<file path="config.mk">
export PLATFORM = sky130hd
export DESIGN_NAME = fetch_unit
export DESIGN_NICKNAME = d
export VERILOG_FILES = /design/src/rtl/fetch_unit.sv
export SDC_FILE = /design/constraint.sdc
export NUM_CORES = 1
export LEC_CHECK = 0
export CELL_PAD_IN_SITES_DETAIL_PLACEMENT = 2
export CELL_PAD_IN_SITES_GLOBAL_PLACEMENT = 2
export CORE_UTILIZATION = 30
export CTS_CLUSTER_SIZE = 12
export DETAILED_ROUTE_END_ITERATION = 16
export PLACE_DENSITY = 0.89
export SLEW_MARGIN = 20
export SYNTH_ARGS = -nofsm -noshare
export SYNTH_HDL_FRONTEND = slang
export SYNTH_SLANG_ARGS = --single-unit
</file>
<file path="constraint.sdc">
create_clock -name clk -period 4 [get_ports clk]
set_input_delay 0.4 -clock clk [delete_from_list [all_inputs] [get_ports clk]]
set_output_delay 0.4 -clock clk [all_outputs]
set_load 0.005 [all_outputs]
</file>
<file path="src/rtl/fetch_unit.sv">
// Instruction-fetch stage: PC register, req/ack instruction-memory port,
// one-entry stall buffer and the IF/ID pipeline register.
module fetch_unit #(
    parameter int unsigned          XLEN     = 32,
    parameter logic [XLEN-1:0]      RESET_PC = '0
) (
    input  logic            clk,
    input  logic            rst,
    input  logic            branch_taken,
    input  logic [XLEN-1:0] branch_target,
    input  logic            stall,
    output logic            imem_req,
    output logic [XLEN-1:0] imem_addr,
    input  logic            imem_ack,
    input  logic [31:0]     imem_rdata,
    output logic            if_id_valid,
    output logic [XLEN-1:0] if_id_pc,
    output logic [XLEN-1:0] if_id_pc4,
    output logic [31:0]     if_id_instr
);

    typedef enum logic [1:0] {IDLE, FETCH, HOLD, DROP} state_t;

    state_t          state, state_next;
    logic [XLEN-1:0] pc, pc_next;
    logic [XLEN-1:0] buf_pc, buf_pc_next;
    logic [31:0]     buf_word, buf_word_next;
    logic            valid_next;
    logic [XLEN-1:0] id_pc_next, id_pc4_next;
    logic [31:0]     instr_next;
    logic            word_avail;
    logic [XLEN-1:0] word_pc;
    logic [31:0]     word;

    assign imem_req  = (state == FETCH) || (state == DROP);
    assign imem_addr = pc;

    always_comb begin
        state_next    = state;
        pc_next       = pc;
        buf_pc_next   = buf_pc;
        buf_word_next = buf_word;
        valid_next    = if_id_valid;
        id_pc_next    = if_id_pc;
        id_pc4_next   = if_id_pc4;
        instr_next    = if_id_instr;

        word_avail = ((state == FETCH) && imem_ack) || (state == HOLD);
        word       = (state == HOLD) ? buf_word : imem_rdata;
        word_pc    = (state == HOLD) ? buf_pc : pc;

        if (state == IDLE) begin
            // Any ack seen here belongs to a request abandoned by reset.
            state_next = FETCH;
            if (!stall) valid_next = 1'b0;
        end else if (branch_taken) begin
            pc_next       = branch_target & ~(XLEN'(3));
            valid_next    = 1'b0;
            buf_pc_next   = '0;
            buf_word_next = '0;
            if (state == DROP || (state == FETCH && !imem_ack))
                state_next = DROP;
            else
                state_next = FETCH;
        end else if (stall) begin
            if (state == FETCH && imem_ack) begin
                buf_word_next = imem_rdata;
                buf_pc_next   = pc;
                state_next    = HOLD;
            end else if (state == DROP && imem_ack) begin
                state_next = FETCH;
            end
        end else if (word_avail) begin
            valid_next  = 1'b1;
            id_pc_next  = word_pc;
            id_pc4_next = word_pc + XLEN'(4);
            instr_next  = word;
            pc_next     = pc + XLEN'(4);
            state_next  = FETCH;
        end else begin
            valid_next = 1'b0;
            if (state == DROP && imem_ack) state_next = FETCH;
        end
    end

    always_ff @(posedge clk) begin
        if (rst) begin
            state       <= IDLE;
            pc          <= RESET_PC;
            buf_pc      <= '0;
            buf_word    <= '0;
            if_id_valid <= 1'b0;
            if_id_pc    <= '0;
            if_id_pc4   <= '0;
            if_id_instr <= '0;
        end else begin
            state       <= state_next;
            pc          <= pc_next;
            buf_pc      <= buf_pc_next;
            buf_word    <= buf_word_next;
            if_id_valid <= valid_next;
            if_id_pc    <= id_pc_next;
            if_id_pc4   <= id_pc4_next;
            if_id_instr <= instr_next;
        end
    end

endmodule

</file>
==> impl_metrics.ini <==
[global_route]
grt_max_degree = 83
grt_pass1_wl_um = 55900
grt_overflow = 0
grt_pass1_vias = 9458
antenna_found_initial = 3
grt_usage_pct = 23.5

[setup_path]
worstPathRequired_ns = 4.32
critical_path_class = flip-flop to flip-flop
path_common_cell = nand3_1
endpoint_kind = flip-flop
reg2reg_depth = 9
worst_setup_path_start_kind = flip-flop
crit_slowest_cell = nor4_1
slowest_delay_ns = 0.53
cp.arrival_ns = 3.63
r2r_end = if_id_pc4[30]
cp_max_fo = 13
r2r_start = state[1]
crit_chain = nor2b_4, mux2_2, ha_1, nand2_1, mux2i_2, nand3_1, nor4_1, nand3_1, a31o_1
r2r_setup_slack_ns = 0.69

[yosys]
seq_area_frac_synth_pct = 42.3
yosysTopAreaCellShare_pct = 42.3
synth_seq_cells = 189
synth_ff_type = dfxtp_1
yosysUniqueCellTypes = 76
netlist_instances = 1056
synth_top_cell_by_area = dfxtp_1
synth-edff-count = 0
synthArstFlopShare_pct = 0
ys.warnings.count = 0
avgSynthCellArea_um2 = 8.46
synth.area.top_cells = dfxtp_1 (42%), nand2_1 (7.2%), nor2_1 (5.8%), o221a_2 (4.2%), mux2i_1 (4.1%)
syn_area_um2 = 8940

[clock_tree]
cts-resized-gates = 0
post_cts_buffers = 0
clockBufferDepth = 2
worstSkewPairLatency_ns = 0.44
cts-hold-fix-buffers = 0
cts_tree = built
cts_buffers = 17
cts.htree.levels = 4
path_clk_slew_ns = 0.07
cts_root_buffer = clkbuf_16
numClockSinks = 189

[sta]
relSlewSlack_pct = 29.5
fin_crit_sh_pct = 82.7
worst_slew_pin_slew_ns = 1.05
clock_skew_ns = 0.0137
fmax_mhz = 302
grt_setup_unrepaired = false
setup_viol = 0
hold_viol_final = 0
fin_hold_ws_ns = 0.348
setup_tns_ns = 0
fin_crit_ns = 3.31
finalMaxSlewViolations = 0

[die]
fp.dieW_um = 175
die_h_um = 175
boundaryPins = 199
num_rows = 62
die_area_um2 = 30500
start_util_pct = 30.8
core_um2 = 29000

[final_layout]
nets = 1267
fillers = 3189
mostFrequentLayoutCells = clkdlybuf4s50_1 (192), dfxtp_1 (189), nand2_1 (172), nor2_1 (138), a22oi_1 (38)
areaGrowthSynthToFinish_pct = 31.5
seqCellArea_um2 = 3780
final_common_cell = clkdlybuf4s50_1
multi_input_area_um2 = 4720
drive_gt1_share_pct = 10.3

[power_and_ir_drop]
ir_drop_uv = 277
p_per_area_nw_per_um2 = 378
sw_frac_of_total_pct = 27.0
power.share.clock_pct = 40.5
power_switching_mw = 1.20
power.leakage_nw = 3.95
p_comb_share_pct = 13.3
seqPwrFrac_pct = 46.2
p_int_mw = 3.24

[detailed_routing]
routed_wl_um = 36000
vias_per_cell = 5.63
drtIter0Drc = 546
first_pass_iters = 5
wl_per_cell_um = 22.5
ant_nets = 0
drcViolationCount = 0
vias = 8986

[place]
globalplace.congestion = 0.801
hpwl_um = 24900
io_buffers = 194

[job]
maxCapViolCount = 0

[worst_hold_path]
min_to = state[1]
hold_path.class = input port to flip-flop
hp-start = rst
hold_depth = 2

[run_status]
status = finished, final reports clean
-- per-stage QoR --
stage / power (mW) / setup slack [ns] / instances / cell area, um2 / util, %
2_1_floorplan: 2.36 / 0.958 / 1057 / 8940 / -
3_3_place_gp: 2.64 / 0.941 / 1561 / 11100 / 38.4
3_5_place_dp: 2.67 / 0.756 / 1561 / 11100 / 38.4
4_1_cts: 4.46 / 0.705 / 1593 / 11700 / 40.5
5_1_grt: 4.58 / 0.478 / 1594 / 11700 / 40.5
6_report: 4.44 / 0.693 / 1595 / 11700 / 40.5
-- sequential cells by signal, indices dropped and copies added (netlist names) --
name and flops:
buf_word 32, if_id_instr 32, buf_pc 31, if_id_pc 31, if_id_pc4 30, imem_addr 30
state 2, if_id_valid 1
-- cell usage after synthesis (all sizes together) (2+ instances only) --
library cell,count
dfxtp,189
nand2,173
nor2,138
clkbuf,67
mux2i,43
a22oi,38
a311oi,35
o221a,33
nand3,32
o21ai,32
a21oi,31
buf,31
a211oi,28
nor3,19
and3,16
o31ai,13
nand4,12
nor4,12
a31oi,11
nor2b,9
xor2,8
or4,7
xnor2,7
a31o,6
a21o,5
inv,5
a32o,4
mux2,4
nand2b,4
o41ai,4
a22o,3
nand3b,3
or2,3
or3,3
and2,2
ha,2
o2111ai,2
o21a,2
o21bai,2
o22ai,2
o311ai,2
-- power groups by stage --
stage / clock network, mW / logic (mW) / registers [mW]
6_report: 1.80 / 0.589 / 2.05
5_1_grt: 1.89 / 0.633 / 2.06
4_1_cts: 1.82 / 0.590 / 2.05
3_5_place_dp: 0 / 0.581 / 2.09
3_3_place_gp: 0 / 0.559 / 2.08
2_1_floorplan: 0 / 0.302 / 2.06
-- cell type report --
| type | count | area share [%] |
|---|---|---|
| repair buffers | 218 | 18.2 |
| clock inverters | 13 | 1.37 |
| multi-input cells | 765 | 40.1 |
| flip-flops and latches | 189 | 32.2 |
| inverters | 5 | 0.160 |
| well taps | 384 | 4.09 |
| clock buffers | 19 | 3.77 |
| diodes | 2 | 0.0426 |
-- kinds of logic (layout without fill, tap and decap cells) --
logic type      Yosys count  count (layout)  share of synthesized area [%]
compound gates          261             261                           22.7
xor+xnor                 15              15                           1.47
fa+ha+maj                 2               2                          0.280
buf+inv                 103             255                           5.19
flops                   189             189                           42.3
mux                      47              47                           5.71
other cells               1               4                         0.0420
simple gates            438             438                           22.2
-- worst max-delay path, delay by kind of cell, from the launching register on --
kind	cells	cell delay, ns
adders and majority gates	1	0.22
DFF	1	0.47
AOI/OAI and AO/OA	1	0.22
and+or+nand+nor	5	1.48
muxes	2	0.79
-- layer usage --
layer / part of all wire, % / GRT usage, % / vias up
li1: - / - / 4125
met3: 4.1 / 3.37 / 46
met4: 2.1 / 7.57 / 2
met5: 0.036 / 0 / -
met2: 48 / 39.1 / 242
met1: 46 / 31.2 / 4571
-- worst max-delay path by stage --
| stage | startpoint | cells past startpoint | to | slack [ns] |
|---|---|---|---|---|
| 2_1_floorplan | state[1] | 14 | if_id_pc4[26] | 0.96 |
| 3_5_place_dp | imem_ack | 7 | buf_pc[17] | 0.76 |
| 3_3_place_gp | state[1] | 8 | if_id_pc4[26] | 0.94 |
| 4_1_cts | state[1] | 9 | if_id_pc4[30] | 0.70 |
| 5_1_grt | state[1] | 9 | if_id_pc4[22] | 0.48 |
| 6_report | state[1] | 9 | if_id_pc4[30] | 0.69 |
(Power assumes the default switching activity.)
